`config.mk`:
```
export PLATFORM = sky130hd
export DESIGN_NAME = lut_cfg_loader
export DESIGN_NICKNAME = d
export VERILOG_FILES = /design/src/rtl/lut_cfg_pkg.sv /design/src/rtl/lut_cfg_serializer.sv /design/src/rtl/lut_cfg_loader.sv
export SDC_FILE = /design/constraint.sdc
export NUM_CORES = 1
export LEC_CHECK = 0
export ABC_AREA = 1
export CORE_UTILIZATION = 48
export DETAILED_ROUTE_END_ITERATION = 6
export PLACE_DENSITY = 0.75
export SLEW_MARGIN = 40
export SYNTH_ARGS = -nofsm -noshare
export SYNTH_HDL_FRONTEND = slang
export SYNTH_SLANG_ARGS = --single-unit
export TNS_END_PERCENT = 30
```
`constraint.sdc`:
```
create_clock -name clk -period 1.65 [get_ports clk]
set_input_delay 0.4125 -clock clk [delete_from_list [all_inputs] [get_ports clk]]
set_output_delay 0.4125 -clock clk [all_outputs]
set_load 0.05 [all_outputs]
```
`src/rtl/lut_cfg_pkg.sv`:
```
// Shared state encoding and size helpers for the LUT configuration loader.
// All derived sizes are functions of the loader parameters.
package lut_cfg_pkg;

  typedef enum logic [1:0] {
    IDLE  = 2'd0,
    LOAD  = 2'd1,
    SHIFT = 2'd2,
    DONE  = 2'd3
  } cfg_state_t;

  function automatic int clog2(input int v);
    int r;
    r = 0;
    for (int i = 0; i < 32; i++) begin
      if ((1 << r) < v) r = r + 1;
    end
    return r;
  endfunction

  // Counter width, never narrower than one bit.
  function automatic int cnt_w(input int v);
    return (clog2(v) > 0) ? clog2(v) : 1;
  endfunction

  function automatic int lut_mem_size(input int n_in);
    return 1 << n_in;
  endfunction

  function automatic int loading_cycles(input int n_in, input int cw);
    return lut_mem_size(n_in) / cw;
  endfunction

  function automatic int total_slices(input int n_in, input int cw, input int n_luts);
    return n_luts * loading_cycles(n_in, cw);
  endfunction

  function automatic int slices_per_word(input int ww, input int cw);
    return ww / cw;
  endfunction

  function automatic int num_words(input int n_in, input int cw, input int n_luts, input int ww);
    return (total_slices(n_in, cw, n_luts) + slices_per_word(ww, cw) - 1) / slices_per_word(ww, cw);
  endfunction

endpackage

```
`src/rtl/lut_cfg_serializer.sv`:
```
// Word shift register and slice index: presents the word LSB slice first.
// Load wins over shift so a back-to-back reload never inserts a bubble.
module lut_cfg_serializer
  import lut_cfg_pkg::*;
#(
  parameter int CONFIG_WIDTH = 1,
  parameter int WORD_WIDTH   = 32
) (
  input  logic                    clk,
  input  logic                    rst,
  input  logic                    clr,
  input  logic                    load,
  input  logic                    shift,
  input  logic [WORD_WIDTH-1:0]   word,
  output logic [CONFIG_WIDTH-1:0] slice,
  output logic                    last_slice
);

  localparam int SPW   = slices_per_word(WORD_WIDTH, CONFIG_WIDTH);
  localparam int IDX_W = cnt_w(SPW);

  logic [WORD_WIDTH-1:0] shreg;
  logic [IDX_W-1:0]      slice_idx;

  always_ff @(posedge clk or posedge rst) begin
    if (rst) begin
      shreg     <= '0;
      slice_idx <= '0;
    end else if (load) begin
      shreg     <= word;
      slice_idx <= '0;
    end else if (shift) begin
      shreg     <= shreg >> CONFIG_WIDTH;
      slice_idx <= slice_idx + 1'b1;
    end else if (clr) begin
      slice_idx <= '0;
    end
  end

  assign slice      = shreg[CONFIG_WIDTH-1:0];
  assign last_slice = (slice_idx == IDX_W'(SPW - 1));

endmodule

```
`src/rtl/lut_cfg_loader.sv`:
```
// Streams configuration words into the LUT daisy chain, one slice per enabled
// clock, and flags completion after exactly TOTAL_SLICES enables.
module lut_cfg_loader
  import lut_cfg_pkg::*;
#(
  parameter int LUT_NINPUTS  = 4,
  parameter int CONFIG_WIDTH = 1,
  parameter int NUM_LUTS     = 4,
  parameter int WORD_WIDTH   = 32
) (
  input  logic                    clk,
  input  logic                    rst,
  input  logic                    start,
  input  logic [WORD_WIDTH-1:0]   word_in,
  input  logic                    word_valid,
  output logic                    word_ready,
  output logic                    config_en,
  output logic [CONFIG_WIDTH-1:0] config_data,
  output logic                    busy,
  output logic                    done
);

  localparam int TOTAL = total_slices(LUT_NINPUTS, CONFIG_WIDTH, NUM_LUTS);
  localparam int TOT_W = cnt_w(TOTAL);

  if (WORD_WIDTH % CONFIG_WIDTH != 0) begin : g_bad_width
    $error("WORD_WIDTH must be a multiple of CONFIG_WIDTH");
  end

  cfg_state_t       state;
  logic [TOT_W-1:0] total_cnt;
  logic             last_slice;
  logic             last_total;
  logic             load;
  logic             shift;
  logic             clr;

  assign last_total = (total_cnt == TOT_W'(TOTAL - 1));
  // Ready depends on registered state only; the final word's spare slices are dropped.
  assign word_ready = (state == LOAD) || ((state == SHIFT) && last_slice && !last_total);
  assign load       = word_ready && word_valid;
  assign shift      = (state == SHIFT);
  assign clr        = start && ((state == IDLE) || (state == DONE));

  always_ff @(posedge clk or posedge rst) begin
    if (rst) begin
      state     <= IDLE;
      total_cnt <= '0;
    end else begin
      case (state)
        IDLE, DONE: begin
          if (start) begin
            state     <= LOAD;
            total_cnt <= '0;
          end
        end
        LOAD: begin
          if (word_valid) state <= SHIFT;
        end
        SHIFT: begin
          total_cnt <= total_cnt + 1'b1;
          if (last_total) state <= DONE;
          else if (last_slice && !word_valid) state <= LOAD;
        end
        default: state <= IDLE;
      endcase
    end
  end

  lut_cfg_serializer #(
    .CONFIG_WIDTH(CONFIG_WIDTH),
    .WORD_WIDTH  (WORD_WIDTH)
  ) u_ser (
    .clk       (clk),
    .rst       (rst),
    .clr       (clr),
    .load      (load),
    .shift     (shift),
    .word      (word_in),
    .slice     (config_data),
    .last_slice(last_slice)
  );

  assign config_en = (state == SHIFT);
  assign busy      = (state == LOAD) || (state == SHIFT);
  assign done      = (state == DONE);

endmodule

```
; ---- Word-level counts from Yosys, hierarchy flattened
; Cells that the tools add are included.
[totals]
register_bits = 45
input_bits = 36
[op_classes]
n_mux = 12
n_addsub = 2
eq_ne = 8
n_reduce_logical = 17
[op_table]
columns = operator, count
row1 = $mux 32, 2
row2 = $mux 5, 3
row3 = $pmux 6 s2, 1
row4 = $mux 2, 4
row5 = $add 6x1->6 const B, 1
row6 = $eq 6x6->1 const B, 1
row7 = $mux 6, 1
row8 = $pmux 2 s3, 1
row9 = $add 5x1->5 const B, 1
row10 = $eq 5x5->1 const B, 1
row11 = $logic_and 1x1->1, 5
row12 = $eq 2x2->1 const B, 2
row13 = $ne 2x2->1 const B, 2
row14 = $reduce_bool 2->1, 2
row15 = $logic_or 1x1->1, 3
row16 = $ne 3x1->1 const B, 1
row17 = $reduce_and 3->1, 1
row18 = $reduce_bool 3->1, 1
row19 = $eq 2x1->1 const B, 1
row20 = $logic_not 1->1, 2
row21 = $logic_not 2->1, 1
row22 = $reduce_and 2->1, 1
row23 = $reduce_or 2->1, 1

; ---- Depth between registers and ports, before layout
; Gate-level depths: netlist of the first run.
[depth]
depth_word = 6
depth_mapped = 12

; ---- Hierarchy
; Synthesis of the first run repeated with hierarchy kept, for this count alone.
[hier_totals]
hier_cells = 280
hier_area_um2 = 2324.7
[by_module_without_submodules]
columns = module, seq_area_each_um2, area_per_inst_um2, cells_per_inst, instances
row1 = lut_cfg_serializer, 925.9, 1773.0, 204, 1
row2 = lut_cfg_loader, 200.2, 551.8, 76, 1

; ---- Worst setup path before layout of the first run
; OpenSTA, ideal clock, no wires.
[synth_timing]
path_kind = register -> output
from = reg state[0]
to = out word_ready
t_arrival_ps = 1748
stages_incl_launch_ff = 8
required_time_ps = 1237
slack_ps = -510
path_cell_list = dfrtp_1 > inv_1 > ha_1 > buf_4 > nand2_1 > o21bai_4 > nand2_4 > buf_4
[synth_between]
elab_chain_cells = 4
[synth_lines]
columns = element, line
row1 = from (decl), lut_cfg_loader.sv:30  ; cfg_state_t state;
row2 = from (signal assigned), lut_cfg_loader.sv:47  ; state <= IDLE;
row3 = from (signal assigned), lut_cfg_loader.sv:53  ; state <= LOAD;
row4 = from (signal assigned), lut_cfg_loader.sv:58  ; if (word_valid) state <= SHIFT;
row5 = $eq 2x2->1, n/a
row6 = named net config_en, lut_cfg_loader.sv:17  ; output logic config_en,
row7 = $logic_and 1x1->1 (2 in a row), lut_cfg_loader.sv:40  ; assign word_ready = (state == LOAD) || ((state == SHIFT) && last_slice && !last_total);
row8 = $logic_or 1x1->1, lut_cfg_loader.sv:40
row9 = to (decl), lut_cfg_loader.sv:16  ; output logic word_ready,
; The timed path passes the listed nets, and every way through them passes these cells.

; ---- Worst setup path after layout of the first run
[layout_timing]
from = reg u_ser.slice_idx[0]
to = reg u_ser.shreg[7]
[layout_between]
elab_chain_cells = 6
[layout_lines]
columns = element, line
row1 = from (decl), lut_cfg_serializer.sv:23  ; logic [IDX_W-1:0] slice_idx;
row2 = from (signal assigned), lut_cfg_serializer.sv:34  ; slice_idx <= slice_idx + 1'b1;
row3 = $eq 5x5->1 (*), lut_cfg_serializer.sv:41  ; assign last_slice = (slice_idx == IDX_W'(SPW - 1));
row4 = $logic_and 1x1->1 (*) (2 in a row), lut_cfg_loader.sv:40
row5 = $logic_or 1x1->1 (*), lut_cfg_loader.sv:40
row6 = $logic_and 1x1->1 (*), lut_cfg_loader.sv:41  ; assign load = word_ready && word_valid;
row7 = $mux 32 or $reduce_bool 2->1 (tied branches), n/a
row8 = to (signal assigned), lut_cfg_serializer.sv:30  ; shreg <= word;
row9 = to (signal assigned), lut_cfg_serializer.sv:33  ; shreg <= shreg >> CONFIG_WIDTH;
row10 = to (decl), lut_cfg_serializer.sv:22  ; logic [WORD_WIDTH-1:0] shreg;
; Every way passes the cells marked *; elsewhere a longest branch is shown, timed or not.
; A chain may end at the register's enable or synchronous reset.

==> metrics.csv, run 1 <==
stage;metric;value;unit
logic_synthesis;synth.distinct_cells;27;
setup_path;regToRegEndpoint;u_ser.shreg[7]$_DFFE_PP0P_;
sta;rsz0062_at_grt;yes;
setup_path;cp_cell_sequence;ha_2 -> nand2_1 -> nor2_1 -> ha_1 -> nand2_1 -> o21bai_4 -> nand2_4 -> buf_4 -> buf_12 -> bufbuf_16 -> nand3_1 -> nand2_1 -> inv_1 -> nand2_1;
cts;cts_max_level;2;
global_route;grt_overflow;0;
power_and_ir_drop;p_per_area;1600;mW/mm^2
finish;synthToLayoutAreaGrowth;34.0;%
cts;cts_hold_buf;0;
setup_path;path_max_fanout;7;
route;avgRoutedWirePerCell;12.5;um
sta;clock_skew;0.00817;ns
route;dr.pass1.iters;4;
route;via_per_inst;4.96;
sta;period_share;122;%
die;core.rowCount;26;
power_and_ir_drop;vdd_drop_max;0.00114;V
place;port_buffers;40;
cts;cts_root_buf;clkbuf_8;
sta;max_freq;498;MHz
finish;final_nets;438;
logic_synthesis;synth_area_leaders;dfrtp_1 44%, nand2_1 16%, nand3_1 14%;
die;start_util;50.3;%
setup_path;reg2regPathDepth;14;
sta;period_minus_slack;2.01;ns
cts;cts_tree;built;
logic_synthesis;synth_seq_cells;45;
die;die_h;75.4;um
logic_synthesis;synth_top_cell_area_share;43.5;%
cts;clk_pin_slew_worst_paths;0.09;ns
cts;clk_path_buf_depth;2;
die;coreArea;0.00514;sq mm
setup_path;worstSetupStartpointType;flip-flop;
global_route;grt_pass1_vias;2213;
logic_synthesis;synthCells;338;
outcome;violations;setup timing;
cts;cts_buffers;5;
logic_synthesis;seq_area_frac_synth;43.5;%
sta;finalSetupViolCount;40;
sta;hold_viol;0;
logic_synthesis;yosys_warnings;0;
setup_path;cp_slowest_cell;dfrtp_1;
setup_path;crit_path_frequent_cell;nand2_1;
setup_path;path_delay_family;buffers and inverters;
setup_path;worstSetupPathType;flip-flop to flip-flop;
setup_path;cp.buffers_inverters;4;
place;hpwlAfterDp;3820;um
cts;numClockSinks;45;
route;via_count;2314;
die;die_area;0.00569;sq mm
global_route;grt_start_max_net_pins;46;
setup_path;required;1.85;ns
logic_synthesis;yosysTopAreaCell;dfrtp_1;
global_route;antenna_found_initial;0;
power_and_ir_drop;p_total;5.53;mW
global_route;track_usage;22.5;%
setup_path;critPathCapture;u_ser.shreg[7]$_DFFE_PP0P_;
worst_hold_path;worstHoldPathType;input pin to async pin;
route;ant_nets;0;
sta;worst_slack;-0.356;ns
power_and_ir_drop;p_leak;1.79;nW
setup_path;cp_data_arrival_time;2.20;ns
global_route;grt_first_pass_wirelength;9650;um
sta;hold_slack;0.453;ns
setup_path;cp-startpoint;u_ser.slice_idx[0]$_DFFE_PP0P_;
logic_synthesis;synthesis.nets;380;
route;drtIter0Drc;170;
outcome;status;finished with violations;
die;ios;41;
finish;antennaDiodeCount;0;
route;drc;0;
sta;relSlewSlack;83.7;%
route;routed_wl;5840;um
finish;drive_gt1_share;16.4;%
setup_path;crit_cells;14;
logic_synthesis;syn_avg_cell_area;7.65;sq um
setup_path;r2r-start;u_ser.slice_idx[0]$_DFFE_PP0P_;
sta;worst_pin_slew;0.244;ns
place;gp_congestion;0.804;
setup_path;critPathMaxStageDelay;0.39;ns
setup_path;cp-end-kind;flip-flop;
cts;clock_latency;0.30;ns
flow_run;maxCapViolations;0;
die;die_x;75.4;um
setup_path;r2r_setup_slack;-0.36;ns
logic_synthesis;syn_area;0.00259;sq mm
sta;drv_slew;0;
[tightest hold or removal path, cell delays in order]
cell	delay, ns
clkdlybuf4s50_1	0.40
clkinv_1	0.07
buf_12	0.24
[timing repair]
| item | in CTS | in global routing |
|---|---|---|
| buffers inserted | 4 | 0 |
| cloned | 4 | 0 |
| pin swaps | 2 | 1 |
| resized for setup | 12 | 3 |
| endpoints found under the hold margin | 0 | 0 |
| setup endpoints to repair | 40 | 40 |
[placed cells by master (no fill, tap or decap)]
master,n
clkbuf_8,5
o21ai_0,6
nand2_8,2
o21bai_4,1
ha_1,4
nor2_1,6
buf_8,1
nand2_2,4
a21oi_1,3
nand4_1,2
nor3_1,1
clkinv_1,1
nand3_1,69
inv_4,1
nand2_4,2
buf_12,11
o21ai_1,3
o21ai_2,1
inv_1,42
ha_2,1
nand2_1,112
bufbuf_16,2
buf_4,16
a21oi_4,1
clkdlybuf4s50_1,35
ha_4,1
clkinv_2,2
buf_6,2
or2_2,1
inv_2,2
clkbuf_1,1
dfrtp_1,45
xor2_1,2
nand3_2,9
[logic make-up after synthesis]
family                     synth area share, %
DFF                                       43.5
buffers and inverters                     12.0
adders and majority gates                 2.90
AOI/OAI and AO/OA                         4.02
and+or+nand+nor                           36.9
xor gates and xnor gates                 0.677
[flip-flops by register name (all words and copies together), names as in the netlist]
register,cells
state,2
u_ser.slice_idx,5
total_cnt,6
u_ser.shreg,32
[Yosys cell counts (all sizes together)]
cell type and count:
a21oi 4, nand4 2, o21ai 10, dfrtp 45
inv 46, o21bai 1, buf 17, nand2 118
ha 6, clkbuf 1, nor3 1, nand3 78
nor2 6, xor2 2, or2 1
[worst min-delay path by stage]
stage                                start  slack, ns                          end
2_1_floorplan  u_ser.shreg[31]$_DFFE_PP0P_       0.45  u_ser.shreg[31]$_DFFE_PP0P_
3_3_place_gp   u_ser.shreg[31]$_DFFE_PP0P_       0.46  u_ser.shreg[31]$_DFFE_PP0P_
3_5_place_dp   u_ser.shreg[31]$_DFFE_PP0P_       0.47  u_ser.shreg[31]$_DFFE_PP0P_
4_1_cts                                rst       0.46  u_ser.shreg[30]$_DFFE_PP0P_
5_1_grt                                rst       0.47  u_ser.shreg[30]$_DFFE_PP0P_
6_report                               rst       0.45  u_ser.shreg[30]$_DFFE_PP0P_
[power by group]
part | internal, mW | leakage, nW | switching [mW]
registers | 1.52 | 0.579 | 0.268
clock network | 0.294 | 0.0450 | 0.371
logic | 1.47 | 1.17 | 1.61
total | 3.28 | 1.79 | 2.25
[cell type report]
cell class / instances / area, sq um
clock inverters: 2 / 10.0
fillers: 453 / 1670
flip-flops and latches: 45 / 1130
clock buffers: 6 / 72.6
inverters: 46 / 175
well taps: 70 / 87.6
repair buffers: 67 / 793
multi-input cells: 231 / 1200
[routing by layer]
layer	vias up	GRT usage [%]	wire, um
met5	-	0	0
met4	0	7.00	44
met3	5	4.50	230
met2	53	37.6	2790
met1	1077	29.7	2770
li1	1179	-	-
[stage by stage]
| step | TNS [ns] | utilization, % | instance area [sq um] | worst slack [ns] | instances |
|---|---|---|---|---|---|
| floorplan | -0.149 | - | 2620 | -0.132 | 338 |
| global placement | -2.23 | 62.5 | 3210 | -0.0795 | 452 |
| detailed placement | -2.87 | 62.5 | 3210 | -0.101 | 452 |
| CTS | -9.48 | 67.2 | 3450 | -0.365 | 467 |
| global route | -13.89 | 67.4 | 3470 | -0.453 | 467 |
| finish | -9.84 | 67.4 | 3470 | -0.356 | 467 |
Power figures use the tool's default switching activity.
==> run 2: changes to the inputs <==
- CORE_UTILIZATION: 48 -> 25
- PLACE_DENSITY: 0.75 -> not set
- SETUP_SLACK_MARGIN: not set -> 0.02
==> run 2 against run 1 <==
The run still ends with setup timing left. Power rose by 5.7%. Non-clock buffer count unchanged. First-iteration DRC count is 18% lower. Maximum frequency is 1.1% lower. Sequential power is essentially flat. Critical path type is now flip-flop to output pin. Largest power group unchanged.
==> metrics.csv, run 2 (same netlist as run 1, synthesis figures left out) <==
stage;metric;value;unit;change
outcome;status;finished with violations;;unchanged
outcome;violations;setup timing;;unchanged
cts;cts_buffers;5;;unchanged
cts;cts_max_level;2;;unchanged
power_and_ir_drop;p_total;5.85;mW;was 5.53 mW
route;wl_met3;361;um;was 230 um
finish;synthToLayoutAreaGrowth;40.4;%;was 34.0%
sta;hold_slack;0.452;ns;was 0.453 ns
sta;worst_pin_slew;0.316;ns;was 0.244 ns
cts;numClockSinks;45;;unchanged
sta;period_share;123;%;was 122%
finish;drive_gt1_share;17.3;%;was 16.4%
cts;clk_path_buf_depth;2;;unchanged
setup_path;cp-end-kind;output pin;;was flip-flop
finish;final_area;0.00363;sq mm;was 0.00347 sq mm
finish;top_register;u_ser.shreg;;unchanged
setup_path;critPathMaxStageDelay;0.37;ns;was 0.39 ns
die;die_area;0.0108;sq mm;was 0.00569 sq mm
flow_run;maxCapViolations;0;;unchanged
place;dpl.cell_count;513;;was 452
sta;drv_slew;0;;unchanged
finish;fill_cells;1026;;was 453
route;dr.max_layer_used;met4;;unchanged
route;drtIter0Drc;139;;was 170
place;port_buffers;40;;unchanged
cts;cts_root_buf;clkbuf_8;;unchanged
setup_path;required;1.24;ns;was 1.85 ns
finish;final_cells;531;;was 467
die;die_h;104;um;was 75.4 um
sta;finalSetupViolCount;40;;unchanged
die;die_x;104;um;was 75.4 um
sta;relSlewSlack;79.0;%;was 83.7%
sta;worst_slack;-0.379;ns;was -0.356 ns
route;wl_met1;3120;um;was 2770 um
global_route;grt_pass1_vias;2243;;was 2213
power_and_ir_drop;vdd_drop_max;0.000844;V;was 0.00114 V
route;wl_met2;2830;um;was 2790 um
die;coreArea;0.00991;sq mm;was 0.00514 sq mm
cts;clk_pin_slew_worst_paths;0.10;ns;was 0.09 ns
finish;antennaDiodeCount;0;;unchanged
global_route;track_usage;12.4;%;was 22.5%
setup_path;cp_data_arrival_time;1.62;ns;was 2.20 ns
setup_path;path_delay_family;flip-flops;;was buffers and inverters
sta;period_minus_slack;2.03;ns;was 2.01 ns
route;via_per_inst;4.46;;was 4.96
sta;clock_skew;0.0141;ns;was 0.00817 ns
setup_path;crit_path_frequent_cell;nand2_1;;unchanged
global_route;grt_start_max_net_pins;46;;unchanged
setup_path;cp_slowest_cell;dfrtp_1;;unchanged
setup_path;path_max_fanout;2;;was 7
route;drc;0;;unchanged
finish;final_nets;439;;was 438
sta;max_freq;493;MHz;was 498 MHz
power_and_ir_drop;p_leak;1.83;nW;was 1.79 nW
die;start_util;26.1;%;was 50.3%
global_route;antenna_found_initial;0;;unchanged
global_route;grt_overflow;0;;unchanged
route;avgRoutedWirePerCell;12.0;um;was 12.5 um
finish;largest_reg_flops;32;;unchanged
setup_path;cp_cell_sequence;ha_2 -> nand2_1 -> nor2_1 -> ha_1 -> nand2_1 -> o21bai_4 -> nand2_4 -> buf_12;;was ha_2 -> nand2_1 -> nor2_1 -> ha_1 -> nand2_1 -> o21bai_4 -> nand2_4 -> buf_4 -> buf_12 -> bufbuf_16 -> nand3_1 -> nand2_1 -> inv_1 -> nand2_1
finish;multi_input_area;0.00123;sq mm;was 0.00120 sq mm
power_and_ir_drop;p_per_area;1610;mW/mm^2;was 1600 mW/mm^2
cts;cts_tree;built;;unchanged
place;hpwlAfterDp;4140;um;was 3820 um
sta;hold_viol;0;;unchanged
route;dr.pass1.iters;6;;was 4
global_route;grt_first_pass_wirelength;10800;um;was 9650 um
place;place_area;0.00328;sq mm;was 0.00321 sq mm
setup_path;cp.buffers_inverters;1;;was 4
route;routed_wl;6380;um;was 5840 um
route;ant_nets;0;;unchanged
route;via_count;2370;;was 2314
finish;final_common_cell;nand2_1;;unchanged
worst_hold_path;worstHoldPathType;input pin to async pin;;unchanged
die;ios;41;;unchanged
setup_path;worstSetupStartpointType;flip-flop;;unchanged
finish;reg_top3;u_ser.shreg (32), total_cnt (6), u_ser.slice_idx (5);;unchanged
finish;regArea;0.00113;sq mm;unchanged
place;gp_congestion;0.753;;was 0.804
sta;rsz0062_at_grt;yes;;unchanged
die;core.rowCount;36;;was 26
setup_path;worstSetupPathType;flip-flop to output pin;;was flip-flop to flip-flop
cts;clock_latency;0.31;ns;was 0.30 ns
finish;layout_common_cells;112 x nand2_1, 68 x nand3_1, 45 x dfrtp_1;;was 112 x nand2_1, 69 x nand3_1, 45 x dfrtp_1
[run 2: path summary, 6_finish.rpt]
path | start | end | slack [ns] | depth (start not counted)
hold reg to reg | u_ser.shreg[31]$_DFFE_PP0P_ | u_ser.shreg[31]$_DFFE_PP0P_ | 0.49 | 2
hold / removal | rst | u_ser.shreg[6]$_DFFE_PP0P_ | 0.45 | 3
max in group asynchronous | rst | u_ser.shreg[4]$_DFFE_PP0P_ | 0.98 | 3
min in group clk | u_ser.shreg[31]$_DFFE_PP0P_ | u_ser.shreg[31]$_DFFE_PP0P_ | 0.49 | 2
setup / recovery | u_ser.slice_idx[0]$_DFFE_PP0P_ | word_ready | -0.38 | 8
setup reg to reg | u_ser.slice_idx[1]$_DFFE_PP0P_ | u_ser.shreg[11]$_DFFE_PP0P_ | -0.35 | 14
[run 2: where the power goes]
group,internal (mW),leakage [nW],switching [mW]
Combinational,1.54,1.19,1.64
Sequential,1.52,0.579,0.248
Clock,0.493,0.0574,0.403
Total,3.55,1.83,2.30
[run 2: metal layers]
layer	vias up	global-route usage, %
met5	-	0
met4	0	3.67
met3	7	2.83
met2	76	18.9
met1	1102	17.3
li1	1185	-
[run 2: per-stage QoR]
stage / utilization, % / setup WS (ns) / TNS [ns]
3_3_place_gp: 33.1 / -0.108 / -3.22
6_report: 36.6 / -0.379 / -9.91
2_1_floorplan: - / -0.132 / -0.149
5_1_grt: 36.6 / -0.529 / -16.06
3_5_place_dp: 33.1 / -0.143 / -3.70
4_1_cts: 36.6 / -0.399 / -10.32
[run 2: worst reg2reg max path, cell delays in order (launching register included)]
cell and delay (ns):
dfrtp_1 0.40, ha_2 0.20, nand2_1 0.06, nor2_1 0.04, ha_1 0.18, nand2_1 0.06
o21bai_4 0.12, nand2_4 0.09, buf_4 0.15, buf_12 0.14, bufbuf_16 0.27, nand3_1 0.06
nand2_1 0.05, inv_1 0.05, nand2_1 0.05
[run 2: area by class of cell]
type / count / share of cell area (%)
inverter: 46 / 4.76
timing repair buffer: 67 / 22.5
sequential: 45 / 31.0
clock buffer: 6 / 2.27
tap: 133 / 4.58
multi-input combinational: 232 / 33.9
clock inverter: 2 / 1.03
[run 2: what timing repair did]
item | in CTS | in global routing
cloned | 5 | 0
buffers inserted | 5 | 0
pin swaps | 4 | 0
hold buffers | 0 | 0
setup endpoints to repair | 41 | 43
hold endpoints to repair | 0 | 0
gates resized for setup | 13 | 2
==> run 3: changes to the inputs <==
- PLACE_DENSITY: not set -> 0.42
==> run 3 against run 2 <==
The run still ends with setup timing left. Sequential share of layout area hardly changed. Clock power shrank 0.9%. Critical path depth did not move. Via count decreased by 2.8%.
==> metrics.csv, run 3 (same netlist as run 1, synthesis figures left out) <==
stage;metric;value;unit;change
outcome;violations;setup timing;;unchanged
sta;finalSetupViolCount;40;;unchanged
place;place_area;0.00328;sq mm;about the same
global_route;track_usage;13.0;%;was 12.4%
setup_path;worstSetupStartpointType;flip-flop;;unchanged
cts;cts_hold_buf;0;;unchanged
setup_path;worstSetupPathType;flip-flop to output pin;;unchanged
sta;clock_skew;0.00314;ns;was 0.0141 ns
cts;numClockSinks;45;;unchanged
die;die_x;104;um;unchanged
setup_path;cp.buffers_inverters;1;;unchanged
finish;final_cells;535;;was 531
route;ant_nets;0;;unchanged
finish;fill_cells;1072;;was 1026
cts;clk_pin_slew_worst_paths;0.09;ns;was 0.10 ns
sta;period_share;124;%;was 123%
sta;worst_pin_slew;0.279;ns;was 0.316 ns
sta;drv_slew;0;;unchanged
outcome;status;finished with violations;;unchanged
place;dpl.cell_count;515;;was 513
setup_path;crit_cells;8;;unchanged
route;dr.pass1.iters;4;;was 6
die;core.rowCount;36;;unchanged
setup_path;path_max_fanout;2;;unchanged
die;die_h;104;um;unchanged
setup_path;cp-end-kind;output pin;;unchanged
route;wl_met3;177;um;was 361 um
finish;final_nets;443;;was 439
route;via_per_inst;4.31;;was 4.46
finish;drive_gt1_share;21.1;%;was 17.3%
cts;cts_root_buf;clkbuf_8;;unchanged
power_and_ir_drop;p_total;5.77;mW;was 5.85 mW
sta;worst_slack;-0.395;ns;was -0.379 ns
setup_path;cp_slowest_cell;dfrtp_1;;unchanged
finish;finish.utilization;36.7;%;was 36.6%
route;via_count;2304;;was 2370
cts;cts_max_level;2;;unchanged
sta;rsz0062_at_grt;yes;;unchanged
power_and_ir_drop;vdd_drop_max;0.000705;V;was 0.000844 V
setup_path;reg2regPathDepth;14;;unchanged
die;start_util;26.1;%;unchanged
sta;hold_slack;0.452;ns;about the same
finish;final_area;0.00364;sq mm;was 0.00363 sq mm
flow_run;maxCapViolations;0;;unchanged
place;port_buffers;40;;unchanged
finish;largest_reg_flops;32;;unchanged
finish;final_common_cell;nand2_1;;unchanged
global_route;grt_start_max_net_pins;46;;unchanged
sta;max_freq;489;MHz;was 493 MHz
setup_path;required;1.24;ns;about the same
die;coreArea;0.00991;sq mm;unchanged
route;routed_wl;6550;um;was 6380 um
finish;reg_top3;u_ser.shreg (32), total_cnt (6), u_ser.slice_idx (5);;unchanged
sta;setup-tns-final;-10.79;ns;was -9.91 ns
power_and_ir_drop;p_per_area;1590;mW/mm^2;was 1610 mW/mm^2
global_route;grt_first_pass_wirelength;11400;um;was 10800 um
place;post-place-ws;-0.148;ns;was -0.143 ns
cts;clock_latency;0.29;ns;was 0.31 ns
setup_path;cp_cell_sequence;ha_2 -> nand2_1 -> nor2_1 -> ha_2 -> nand2_1 -> o21bai_4 -> nand2_4 -> buf_12;;was ha_2 -> nand2_1 -> nor2_1 -> ha_1 -> nand2_1 -> o21bai_4 -> nand2_4 -> buf_12
die;ios;41;;unchanged
route;dr.max_layer_used;met4;;unchanged
global_route;antenna_found_initial;0;;unchanged
setup_path;path_delay_family;adder cells;;was flip-flops
finish;synthToLayoutAreaGrowth;40.6;%;was 40.4%
cts;clk_path_buf_depth;2;;unchanged
sta;relSlewSlack;81.4;%;was 79.0%
finish;antennaDiodeCount;0;;unchanged
route;drtIter0Drc;76;;was 139
place;hpwlAfterDp;4250;um;was 4140 um
global_route;grt_pass1_vias;2344;;was 2243
sta;hold_viol;0;;unchanged
finish;layout_common_cells;110 x nand2_1, 60 x nand3_1, 44 x dfrtp_1;;was 112 x nand2_1, 68 x nand3_1, 45 x dfrtp_1
finish;top_register;u_ser.shreg;;unchanged
route;wl_met1;3300;um;was 3120 um
route;avgRoutedWirePerCell;12.2;um;was 12.0 um
cts;cts_tree;built;;unchanged
place;gp_congestion;0.747;;was 0.753
die;die_area;0.0108;sq mm;unchanged
worst_hold_path;worstHoldPathType;input pin to async pin;;unchanged
cts;cts_buffers;5;;unchanged
power_and_ir_drop;p_leak;1.81;nW;was 1.83 nW
route;drc;0;;unchanged
sta;period_minus_slack;2.04;ns;was 2.03 ns
setup_path;cp_data_arrival_time;1.63;ns;was 1.62 ns
setup_path;critPathMaxStageDelay;0.36;ns;was 0.37 ns
global_route;grt_overflow;0;;unchanged
route;wl_met2;3030;um;was 2830 um
[run 3: changes by cell type in the layout (fill, tap and decap cells not counted), moves of 2 or more]
| cell | change |
|---|---|
| nand2_2 | +2 |
| buf_4 | +8 |
| nand3_2 | +8 |
| nand3_1 | -8 |
| buf_6 | +2 |
| nand2_1 | -2 |
| ha_1 | -2 |
| ha_2 | +2 |
| buf_12 | -5 |
[run 3: report_power, final]
part / switching, mW / internal, mW
Clock: 0.393 / 0.495
Sequential: 0.259 / 1.52
Combinational: 1.66 / 1.44
Total: 2.31 / 3.46
[run 3: repair_timing]
item / 4_1_cts / 5_1_grt
buffers inserted: 5 / 5
pin swaps: 2 / 3
endpoints found under the setup margin: 41 / 44
gates resized for setup: 8 / 19
gates cloned: 2 / 1
[run 3: worst paths after layout]
kind                       slack [ns]                           start                          end
min in group clk                 0.49     u_ser.shreg[31]$_DFFE_PP0P_  u_ser.shreg[31]$_DFFE_PP0P_
max in group asynchronous        0.94                             rst         state[1]$_DFFE_PP0P_
hold / removal                   0.45                             rst   u_ser.shreg[6]$_DFFE_PP0P_
setup reg to reg                -0.34  u_ser.slice_idx[0]$_DFFE_PP0P_  u_ser.shreg[17]$_DFFE_PP0P_
setup / recovery                -0.39  u_ser.slice_idx[0]$_DFFE_PP0P_                   word_ready
hold reg to reg                  0.49     u_ser.shreg[31]$_DFFE_PP0P_  u_ser.shreg[31]$_DFFE_PP0P_
[run 3: routing by layer]
metal | up-vias | global-route usage, %
li1 | 1188 | -
met1 | 1083 | 17.4
met2 | 29 | 21.6
met3 | 4 | 2.58
met4 | 0 | 2.96
met5 | - | 0
[run 3: cell type report]
class / instances / area (sq um) / area share (%)
multi-input combinational: 231 / 1270 / 35.0
inverter: 46 / 173 / 4.75
timing repair buffer: 72 / 781 / 21.5
tap: 133 / 166 / 4.58
sequential: 45 / 1130 / 31.0
clock inverter: 1 / 30.0 / 0.826
clock buffer: 7 / 86.3 / 2.37
[run 3: tightest hold or removal path, cell delays in order]
cell,delay [ns]
clkdlybuf4s50_1,0.41
inv_2,0.07
buf_12,0.24
